### src/rtl/ct_ifu_spsram_128x16_ctrl.sv
// Access scheduler for one 128x16 single-port bit-write SRAM (active-low CEN/GWEN/WEN).
// The array is cleared after reset and on invalidate, then one writer and one reader share the port.
//   state | meaning
//   IDLE  | arbitrate writer/reader, or launch a clear if one is pending or requested
//   INIT  | write INIT_VAL to address cnt, one entry per cycle, 0..127
`timescale 1ns/1ps
module ct_ifu_spsram_128x16_ctrl #(
    parameter int unsigned           ADDR_WIDTH = 7,
    parameter int unsigned           DATA_WIDTH = 16,
    parameter logic [DATA_WIDTH-1:0] INIT_VAL   = '0,
    parameter int unsigned           STARVE_MAX = 3
) (
    input  logic                  forever_cpuclk,
    input  logic                  cpurst_b,
    input  logic                  inv_req,
    output logic                  inv_busy,
    input  logic                  wr_req,
    input  logic [ADDR_WIDTH-1:0] wr_addr,
    input  logic [DATA_WIDTH-1:0] wr_data,
    input  logic [DATA_WIDTH-1:0] wr_mask,
    output logic                  wr_gnt,
    input  logic                  rd_req,
    input  logic [ADDR_WIDTH-1:0] rd_addr,
    output logic                  rd_gnt,
    output logic                  rd_vld,
    output logic [DATA_WIDTH-1:0] rd_data,
    output logic [ADDR_WIDTH-1:0] sram_a,
    output logic                  sram_cen,
    output logic                  sram_gwen,
    output logic [DATA_WIDTH-1:0] sram_wen,
    output logic [DATA_WIDTH-1:0] sram_d,
    input  logic [DATA_WIDTH-1:0] sram_q
);

    typedef enum logic {
        IDLE = 1'b0,
        INIT = 1'b1
    } state_e;

    localparam logic [1:0] SCNT_MAX = 2'(STARVE_MAX);

    state_e                state_q, state_d;
    logic                  init_pend_q, init_pend_d;
    logic [ADDR_WIDTH-1:0] cnt_q, cnt_d;
    logic [1:0]            scnt_q, scnt_d;
    logic                  rd_vld_q;

    always_ff @(posedge forever_cpuclk or negedge cpurst_b) begin
        if (!cpurst_b) begin
            state_q     <= IDLE;
            init_pend_q <= 1'b1;
            cnt_q       <= '0;
            scnt_q      <= '0;
            rd_vld_q    <= 1'b0;
        end else begin
            state_q     <= state_d;
            init_pend_q <= init_pend_d;
            cnt_q       <= cnt_d;
            scnt_q      <= scnt_d;
            rd_vld_q    <= rd_gnt;
        end
    end

    always_comb begin
        state_d     = state_q;
        init_pend_d = init_pend_q;
        cnt_d       = cnt_q;
        scnt_d      = scnt_q;
        wr_gnt      = 1'b0;
        rd_gnt      = 1'b0;
        sram_a      = '0;
        sram_cen    = 1'b1;
        sram_gwen   = 1'b1;
        sram_wen    = '1;
        sram_d      = '0;
        inv_busy    = init_pend_q | (state_q == INIT) | inv_req;

        case (state_q)
            INIT: begin
                sram_cen  = 1'b0;
                sram_gwen = 1'b0;
                sram_wen  = '0;
                sram_a    = cnt_q;
                sram_d    = INIT_VAL;
                cnt_d     = cnt_q + ADDR_WIDTH'(1);
                if (cnt_q == '1) begin
                    state_d = IDLE;
                end
            end
            default: begin
                if (init_pend_q || inv_req) begin
                    state_d     = INIT;
                    cnt_d       = '0;
                    init_pend_d = 1'b0;
                end else if (wr_req && !(rd_req && scnt_q == SCNT_MAX)) begin
                    wr_gnt    = 1'b1;
                    sram_cen  = 1'b0;
                    sram_gwen = 1'b0;
                    sram_a    = wr_addr;
                    sram_d    = wr_data;
                    sram_wen  = ~wr_mask;
                end else if (rd_req) begin
                    rd_gnt   = 1'b1;
                    sram_cen = 1'b0;
                    sram_a   = rd_addr;
                end
            end
        endcase

        // A read that keeps losing to writes counts up until it is forced through.
        if (rd_gnt || !rd_req) begin
            scnt_d = '0;
        end else if (wr_gnt) begin
            scnt_d = scnt_q + 2'd1;
        end
    end

    assign rd_vld  = rd_vld_q;
    assign rd_data = sram_q;

endmodule

### config.mk
export PLATFORM = sky130hd
export DESIGN_NAME = ct_ifu_spsram_128x16_ctrl
export DESIGN_NICKNAME = d
export VERILOG_FILES = /design/src/rtl/ct_ifu_spsram_128x16_ctrl.sv
export SDC_FILE = /design/constraint.sdc
export NUM_CORES = 1
export LEC_CHECK = 0
export CELL_PAD_IN_SITES_DETAIL_PLACEMENT = 0
export CELL_PAD_IN_SITES_GLOBAL_PLACEMENT = 1
export CORE_ASPECT_RATIO = 0.7
export CORE_UTILIZATION = 17
export CTS_CLUSTER_SIZE = 8
export DETAILED_ROUTE_END_ITERATION = 16
export GPL_ROUTABILITY_DRIVEN = 0
export HOLD_SLACK_MARGIN = 0.15
export PLACE_DENSITY = 0.93
export REMOVE_ABC_BUFFERS = 1
export SYNTH_ARGS = -nofsm -noshare
export SYNTH_HDL_FRONTEND = slang
export SYNTH_SLANG_ARGS = --single-unit
### constraint.sdc
create_clock -name forever_cpuclk -period 1.6 [get_ports forever_cpuclk]
set_input_delay 0.16 -clock forever_cpuclk [delete_from_list [all_inputs] [get_ports forever_cpuclk]]
set_output_delay 0.16 -clock forever_cpuclk [all_outputs]
set_load 0.1 [all_outputs]
==> flow_summary.ini <==
[power]
internal_power_mw = 0.612
max-vdd-ir-drop_v = 0.000224
switching_share = 0.208
clockPowerShare = 0.365
leakagePower_nw = 1.27
comb_power_share = 0.242
p_seq_frac = 0.393
p_sw_mw = 0.161
power_density_nw_per_um2 = 257

[timing]
slew_headroom = 0.621
period_minus_slack_ps = 1920
finalCritPeriodShare = 1.20
finClkSkew_ps = 9.17
maxSlewViolCount = 0
rsz0062_at_grt = true
setup_viol = 44
tightest_slew_ps = 567
hold_ws_ps = 283
max_freq_mhz = 521
finalHoldViolations = 0
setup_ws_ps = -320

[floorplanning]
die-height_um = 68.6
die_area_sq_um = 6660
ios = 128
initial_core_util = 0.182
fp-row-count = 23
coreArea_sq_um = 5930
die_width_um = 97.1

[hold_path]
hp-class = input port to async pin

[route]
antenna_left = 0
routedWlPerCell_um = 16.9
vias = 1501
avgViaCountPerCell = 4.78
drc = 0
drtIter0Drc = 69
wirelength_mm = 5.31
dr.pass1.iters = 4

[clock_tree]
cts_buffer_depth = 2
htreeDepth = 1
cts_tree = done
cts_num_sinks = 12
numCtsBuffers = 3
postCtsHoldBufs = 0
clk_latency_ps = 240
clk_pin_slew_worst_paths_ps = 60
clock-root-buffer = clkbuf_8

[global_routing]
grt_pass1_wl_mm = 7.25
grt_use_met1 = 0.166
grt_pass1_vias = 1458
grt_util_met2 = 0.234
met3_usage = 0.0635
grt_max_degree = 23
busiest_layer = met2
overflow = 0
antenna_found_initial = 0
grtUsageTotal = 0.140

[worst_setup_path]
path_max_fanout = 5
worstPathRequired_ps = 1440
worstSetupPathType = flop to output port
cp-start-kind = flop
crit_path_end_kind = output port
arrival_ps = 1760

[finish]
fillerInstances = 522
drive_gt1_frac = 0.527
stdcell_count = 314
final_area_sq_um = 3020
diodes = 0
nNetsFinal = 309
regArea_sq_um = 303
syn_to_final_growth_pct = 180
final_util = 0.509
multi_input_area_sq_um = 774

[synthesis]
synth.distinct_cells = 32
synth_top_area_cell = dfrtp_1
syn_area_per_cell_sq_um = 8.48
synth_compound_area_frac = 0.244
ys_ff_latch = 12
yosysTopAreaCellShare = 0.256
synthAdderAreaFrac = 0.0232
syn_area_sq_um = 1080
yosysWarnings = 0
yosysSeqAreaShare = 0.280
synth_mux_area_frac = 0.0105
netlist_instances = 127
synth_top_family_by_area = simple AND/OR/NAND/NOR gates
synth_xor_area_frac = 0
synthTopCellsByArea = dfrtp_1, and3_1, buf_4
synthSimpleGateAreaFrac = 0.250

[placement]
placed_cells = 289
port_buffers = 95
dp_slack_ps = -251
dp_hpwl_mm = 3.58
dpl-instance-area_sq_um = 2530

[run_status]
status = finished with violations
violations = setup timing

[run]
drv_cap = 0
==> synth_stat cells <==
library cell  instances
nor3_2                1
buf_4                17
a211o_1               1
clkbuf_1              2
buf_6                 4
o21ai_0              20
a21boi_1              1
nand3_1               5
dfstp_2               1
and3_1               22
buf_2                 4
nor2b_1               1
and2_4                1
o31ai_1               2
nand2b_1              1
nor4b_1               1
nand4b_1              1
o2bb2ai_1             1
a21boi_2              1
mux2_2                1
a221o_1               7
a21o_2                1
inv_1                 2
nor2_1                1
dfrtp_1              11
ha_1                  2
a22o_1                2
and2_1                3
nand2_1               6
o211ai_1              1
nand4_1               2
o21bai_1              1
==> final timing paths <==
kind | start | end | slack [ps] | cells past startpoint
max | scnt_q[1] | sram_a[0] | -320 | 5
min | cpurst_b | rd_vld | 280 | 1
max reg2reg | init_pend_q | cnt_q[6] | 70 | 6
min reg2reg | cnt_q[5] | cnt_q[5] | 530 | 1
max in group asynchronous | cpurst_b | state_q | 910 | 1
min in group forever_cpuclk | sram_q[0] | rd_data[0] | 320 | 0
==> kinds of logic after synthesis <==
group	count (synthesis)
compound gates	38
fa+ha+maj	2
mux	1
flops	12
buf+inv	29
simple gates	45
==> worst max-delay path, stage by stage (launching register included) <==
cell and delay [ps]:
dfrtp_1 390, ha_2 220, nand2b_4 150, and3_4 210, a221o_1 370, buf_12 180
==> power by group through the flow <==
stage	Sequential (mW)	Combinational [mW]	Clock (mW)
floorplan	0.309	0.00800	0
global placement	0.309	0.148	0
detailed placement	0.309	0.151	0
CTS	0.304	0.185	0.291
global route	0.304	0.199	0.301
finish	0.304	0.187	0.283
==> registers in the layout, indices dropped and copies added, names as in the netlist <==
register / cells
cnt_q: 7
init_pend_q: 1
scnt_q: 2
rd_vld: 1
state_q: 1
==> final cells by class <==
class | instances | share of cell area
Clock buffer | 4 | 0.0149
Inverter | 2 | 0.00332
Multi-Input combinational cell | 89 | 0.257
Sequential cell | 12 | 0.100
Tap cell | 75 | 0.0311
Timing Repair Buffer | 132 | 0.593
==> layout by cell type (no fill, tap or decap), types with 2 or more instances in the layout <==
| cell type | count |
|---|---|
| a21o_4 | 3 |
| a221o_1 | 7 |
| a22o_1 | 2 |
| and2_1 | 3 |
| and3_1 | 4 |
| and3_4 | 19 |
| buf_12 | 46 |
| buf_4 | 23 |
| buf_6 | 9 |
| clkbuf_16 | 2 |
| clkbuf_8 | 3 |
| clkdlybuf4s50_1 | 48 |
| dfrtp_1 | 10 |
| nand2_1 | 6 |
| nand3_1 | 5 |
| nand4_1 | 2 |
| o21ai_0 | 4 |
| o21ai_1 | 7 |
| o21ai_2 | 9 |
| o31ai_1 | 2 |
==> metal layers <==
layer  wire length, um  up-vias  share of wire
li1                  -      687              -
met2              2590       98           0.49
met3               530        9           0.10
met5                 0        -              0
met1              2100      707           0.40
met4                80        0          0.015
==> repair_timing <==
item                                    in CTS  in global routing
resized for setup                           60                 19
buffers inserted                             8                 12
endpoints found under the hold margin        0                  0
pin swaps                                   18                 11
endpoints found under the setup margin      43                 44
cloned                                       4                  2
==> per-stage QoR <==
step	power, mW	setup TNS (ps)
3_5_place_dp	0.460	-7800
4_1_cts	0.780	-10180
5_1_grt	0.804	-14100
6_report	0.774	-10670
3_3_place_gp	0.457	-6670
2_1_floorplan	0.317	-53360
Power figures use the tool's default switching activity.
